### src/rtl/chip_tester_pkg.sv
// Shared types and constants for the chip tester result display.
//   disp_state_t : display FSM states (IDLE, ARM, SHOW, RELEASE)
//   SEG_P/SEG_F/SEG_BLANK : active-low 7-seg patterns, bit order {g..a}
//   verdict_seg() : maps a pass/fail verdict to its digit pattern
package chip_tester_pkg;

  typedef enum logic [1:0] {
    IDLE    = 2'd0,
    ARM     = 2'd1,
    SHOW    = 2'd2,
    RELEASE = 2'd3
  } disp_state_t;

  localparam logic [6:0] SEG_P     = 7'h0C;
  localparam logic [6:0] SEG_F     = 7'h0E;
  localparam logic [6:0] SEG_BLANK = 7'h7F;

  function automatic logic [6:0] verdict_seg(input logic pass);
    return pass ? SEG_P : SEG_F;
  endfunction

endpackage

### src/rtl/chip_result_display_hold_timer.sv
// hold_timer: loadable down-counter that sets the display hold time.
// Ports:
//   clk   : clock, posedge
//   reset : synchronous active-high reset (count -> 0)
//   load  : load HOLD_CYCLES-1 (wins over en)
//   en    : decrement by one while nonzero
//   zero  : count == 0
module hold_timer #(
  parameter int HOLD_CYCLES = 50_000_000,
  parameter int W           = $clog2(HOLD_CYCLES + 1)
) (
  input  logic clk,
  input  logic reset,
  input  logic load,
  input  logic en,
  output logic zero
);

  // Loading H-1 gives H cycles of SHOW: values H-1 .. 0.
  localparam logic [W-1:0] LOAD_VAL = W'(HOLD_CYCLES - 1);

  logic [W-1:0] count;

  always_ff @(posedge clk) begin
    if (reset)                   count <= '0;
    else if (load)               count <= LOAD_VAL;
    else if (en && count != '0)  count <= count - 1'b1;
  end

  assign zero = (count == '0);

endmodule

### src/rtl/chip_result_display.sv
// chip_result_display: captures the Done/RSLT verdict from a chip tester,
// shows it on LEDs and a 7-seg digit for HOLD_CYCLES cycles (or until
// Continue), then raises DISP_RSLT until the tester drops Done.
// Optional pass/fail tallies are built when CHIP_RESULT_TALLY_EN is defined;
// otherwise PassCnt/FailCnt are tied to 0.
// Ports:
//   Clk, Reset         : clock (posedge), synchronous active-high reset
//   Done, RSLT         : tester handshake; RSLT sampled on the 2nd Done cycle
//   Continue           : user acknowledge, ends the display hold early
//   DISP_RSLT          : release back to the tester
//   LED_PASS, LED_FAIL : verdict LEDs
//   HEX0               : active-low 7-seg digit {g..a}
//   Busy               : FSM not in IDLE
//   PassCnt, FailCnt   : saturating verdict tallies
module chip_result_display
  import chip_tester_pkg::*;
#(
  parameter int HOLD_CYCLES = 50_000_000,
  parameter int CNT_W       = 8
) (
  input  logic             Clk,
  input  logic             Reset,
  input  logic             Done,
  input  logic             RSLT,
  input  logic             Continue,
  output logic             DISP_RSLT,
  output logic             LED_PASS,
  output logic             LED_FAIL,
  output logic [6:0]       HEX0,
  output logic             Busy,
  output logic [CNT_W-1:0] PassCnt,
  output logic [CNT_W-1:0] FailCnt
);

  disp_state_t state, next_state;
  logic        verdict, next_verdict;
  logic        capture;
  logic        show_next;
  logic        tmr_zero;

  // Done must be seen on two consecutive cycles before RSLT is trusted;
  // a single-cycle Done drops back to IDLE without latching anything.
  always_comb begin
    next_state = state;
    capture    = 1'b0;
    case (state)
      IDLE:    if (Done) next_state = ARM;
      ARM:     if (Done) begin
                 next_state = SHOW;
                 capture    = 1'b1;
               end else begin
                 next_state = IDLE;
               end
      // Done is deliberately ignored here; the tester cannot cut the display.
      SHOW:    if (tmr_zero || Continue) next_state = RELEASE;
      // Only Done low rearms capture, so one test yields one verdict.
      RELEASE: if (!Done) next_state = IDLE;
      default: next_state = IDLE;
    endcase
  end

  hold_timer #(
    .HOLD_CYCLES (HOLD_CYCLES),
    .W           ($clog2(HOLD_CYCLES + 1))
  ) u_hold_timer (
    .clk   (Clk),
    .reset (Reset),
    .load  (capture),
    .en    (state == SHOW),
    .zero  (tmr_zero)
  );

  assign next_verdict = capture ? RSLT : verdict;
  // Display stays up through RELEASE and blanks on the IDLE cycle.
  assign show_next    = (next_state == SHOW) || (next_state == RELEASE);

  // Outputs are registered from the next-state values so they line up
  // with the state they describe.
  always_ff @(posedge Clk) begin
    if (Reset) begin
      state     <= IDLE;
      verdict   <= 1'b0;
      DISP_RSLT <= 1'b0;
      LED_PASS  <= 1'b0;
      LED_FAIL  <= 1'b0;
      HEX0      <= SEG_BLANK;
      Busy      <= 1'b0;
    end else begin
      state     <= next_state;
      verdict   <= next_verdict;
      DISP_RSLT <= (next_state == RELEASE);
      LED_PASS  <= show_next &&  next_verdict;
      LED_FAIL  <= show_next && !next_verdict;
      HEX0      <= show_next ? verdict_seg(next_verdict) : SEG_BLANK;
      Busy      <= (next_state != IDLE);
    end
  end

`ifdef CHIP_RESULT_TALLY_EN
  localparam logic [CNT_W-1:0] CNT_MAX = {CNT_W{1'b1}};

  always_ff @(posedge Clk) begin
    if (Reset) begin
      PassCnt <= '0;
      FailCnt <= '0;
    end else if (capture) begin
      if (RSLT && PassCnt != CNT_MAX)  PassCnt <= PassCnt + 1'b1;
      if (!RSLT && FailCnt != CNT_MAX) FailCnt <= FailCnt + 1'b1;
    end
  end
`else
  assign PassCnt = '0;
  assign FailCnt = '0;
`endif

endmodule
### config.mk
export PLATFORM = sky130hd
export DESIGN_NAME = chip_result_display
export DESIGN_NICKNAME = d
export VERILOG_FILES = /design/src/rtl/chip_tester_pkg.sv /design/src/rtl/chip_result_display_hold_timer.sv /design/src/rtl/chip_result_display.sv
export SDC_FILE = /design/constraint.sdc
export NUM_CORES = 1
export LEC_CHECK = 0
export CAP_MARGIN = 20
export CORE_UTILIZATION = 50
export DETAILED_ROUTE_END_ITERATION = 16
export PLACE_DENSITY_LB_ADDON = 0.05
export SLEW_MARGIN = 30
export SYNTH_ARGS = -nofsm -noshare
export SYNTH_HDL_FRONTEND = slang
export SYNTH_SLANG_ARGS = --single-unit
### constraint.sdc
create_clock -name Clk -period 3.5 [get_ports Clk]
set_input_delay 0.35 -clock Clk [delete_from_list [all_inputs] [get_ports Clk]]
set_output_delay 0.35 -clock Clk [all_outputs]
set_load 0.01 [all_outputs]
==> results.md <==
- Die area: 0.00408 mm²
- IO Pins: 32
- Top fanout value on the critical path: 8
- Critical Path End Type: flop
- CORE AREA: 0.00366 mm²
- Clock Sink Count: 35
- Slew @ Worst Pin: 720 ps
- P per Cell Area: 518 mW/mm²
- First-pass GRT wire length: 6.22 mm
- Worst clock skew: 10.2 ps
- Nets: 231
- Peak VDD IR: 0.298 mV
- # setup viols final: 0
- Final period util: 0.697
- Mapped Area: 0.00191 mm²
- Vias in the first global route: 1,387
- Hold violation count in the final report: 0
- Routed Antenna Nets: 0
- Cell count after synthesis: 218
- Die X: 63.9 µm
- Initial Util: 0.523
- Drt total wl: 3.69 mm
- Final worst setup slack: 1060 ps
- WS Path Type: reg2reg
- Total gr overflow: 0
- GRT Max-Usage Layer: met2
- Outcome: completed
- DP HPWL: 2.62 mm
- Mapped Avg Cell Area: 8.78 µm²
- CTS max path bufs: 2
- Clock slew seen by the registers of the worst setup and hold paths: 70 ps
- CTS tree: yes
- TNS Setup: 0 ps
- Placement Setup Slack: 1060 ps
- TritonCTS buffer count: 5
- Synth unique cells: 47
- Rows: 22
- Worst slew margin: 0.518
- Max-cap violations: 0
- Cts hold-fix bufs: 0
- Root Buffer Master: clkbuf_8
- Hold_ws: 496 ps
- H-tree depth: 2
- GRT Total Usage: 0.199
- Port Buffer Count: 13
- Remaining DRCs: 0
- Placed cell count: 266
- M2 GR Usage: 0.336
- Yosys warns: 0
- Met1 GRT Util: 0.237
- Largest net degree at the start of global routing: 26
- RSZ-0062 raised after global routing: false
- Dpl cell area: 0.00197 mm²
- Count of state elements after synthesis: 35
- Initial DRT Pass Iterations: 4
- Critical Path AT: 2610 ps
- Vias per std cell: 5.54
- Fin crit period: 2440 ps
- Routability congestion estimate: 0.788
- Antenna cells: 0
- Area grow syn2layout: 8.04%
- Layout Cells excl Fill: 274
- # Post-CTS Setup Buffers: 0
- Maximum clock rate: 0.410 GHz
- Startpoint types: flop
- Share of layout cells above drive strength 1: 0.106
- Die height: 63.9 µm
- Final Instance Area: 0.00207 mm²
- Post-synthesis sequential area ratio: 0.366
- Worst hold path type: reg2reg
- Antenna violations before repair: 0
- Post-CTS sizing: 0
- Met3 usage: 0.0446
- Clock Latency Late Sink: 290 ps
- Avg WL per Cell: 13.5 µm
- Iteration-0 DRC Markers: 75
- WP data required: 3670 ps
- Slew Limit Fails: 0
- Pleak: 0.794 nW
- Vias: 1,518
==> cell usage after synthesis, drive strengths merged <==
master   instances  share of area
dfxtp           35           0.37
buf             24          0.097
nor2            20          0.039
a21oi           17          0.046
nor3            11          0.037
xor2             9          0.041
nand3            8          0.021
clkbuf           7          0.014
inv              7          0.014
nand2b           7          0.023
nor4             7          0.037
or4              7          0.029
nand2            6          0.012
o31ai            5          0.020
a2111oi          4          0.022
a211oi           4          0.021
and3             4          0.013
mux2i            4          0.021
o211ai           4          0.016
or3              4          0.013
xnor2            4          0.018
o21ai            3         0.0078
conb             2         0.0039
o31a             2         0.0098
or2              2         0.0065
a31oi            1         0.0033
a41o             1         0.0052
and2             1         0.0033
ha               1         0.0065
nand3b           1         0.0039
nand4            1         0.0033
nor4b            1         0.0046
o21a             1         0.0039
o21bai           1         0.0039
o311ai           1         0.0085
or4b             1         0.0052
==> power breakdown <==
| group | switching [mW] | total [mW] | leakage, nW | internal (mW) |
|---|---|---|---|---|
| Clock | 0.143 | 0.323 | 0.0515 | 0.180 |
| Combinational | 0.190 | 0.289 | 0.458 | 0.0993 |
| Sequential | 0.0308 | 0.459 | 0.285 | 0.429 |
==> through the flow <==
step / util / total power, mW
detailed placement: 0.537 / 0.757
global route: 0.565 / 1.14
floorplan: - / 0.725
finish: 0.565 / 1.07
global placement: 0.537 / 0.746
CTS: 0.565 / 1.08
==> cells in the final DEF, fill, tap and decap left out, types with 5 or more instances in the layout <==
| cell type | instances |
|---|---|
| a21oi_1 | 16 |
| xor2_1 | 9 |
| conb_1 | 18 |
| dfxtp_1 | 35 |
| nor2_1 | 20 |
| nor3_1 | 9 |
| or4_1 | 6 |
| nand2_1 | 6 |
| nand2b_1 | 7 |
| nand3_1 | 8 |
| clkbuf_8 | 7 |
| inv_1 | 7 |
| o31ai_1 | 5 |
| clkdlybuf4s50_1 | 13 |
==> final cells by class <==
type                            instances  area [µm²]
Fill cell                             344        1590
Multi-Input combinational cell        161        1030
Sequential cell                        35         701
Timing Repair Buffer                   15         145
Clock buffer                            8         100
Tap cell                               48        60.1
Inverter                                7        26.3
==> critical path, cell delays in order, from the launching register on <==
cell,delay (ps)
dfxtp_1,360
or4_1,710
or3_1,540
o31ai_1,450
xor2_1,190
a21oi_1,80
==> worst paths after layout <==
path / to / startpoint / depth (start not counted) / slack (ps)
setup / recovery: u_hold_timer.count[2] / u_hold_timer.count[2] / 5 / 1060
hold / removal: u_hold_timer.count[9] / u_hold_timer.count[9] / 2 / 500
setup reg to reg: u_hold_timer.count[2] / u_hold_timer.count[2] / 5 / 1060
hold reg to reg: u_hold_timer.count[9] / u_hold_timer.count[9] / 2 / 500
==> state kept, by name, summed over array words and instances, names as in the netlist <==
signal,flops
u_hold_timer.count,26
HEX0,2
state,2
Busy,1
DISP_RSLT,1
LED_FAIL,1
LED_PASS,1
verdict,1
==> logic make-up after synthesis <==
logic type	count (synthesis)	synth area share
buf+inv	38	0.124
xor+xnor	13	0.0595
other cells	2	0.00393
mux	4	0.0209
fa+ha+maj	1	0.00654
compound gates	44	0.167
simple gates	81	0.252
flops	35	0.366
==> layer usage <==
layer / vias to the layer above / share of wire
li1: 758 / -
met5: - / 0
met4: 0 / 0.018
met1: 728 / 0.46
met3: 8 / 0.028
met2: 24 / 0.49
Power figures use the tool's default switching activity.
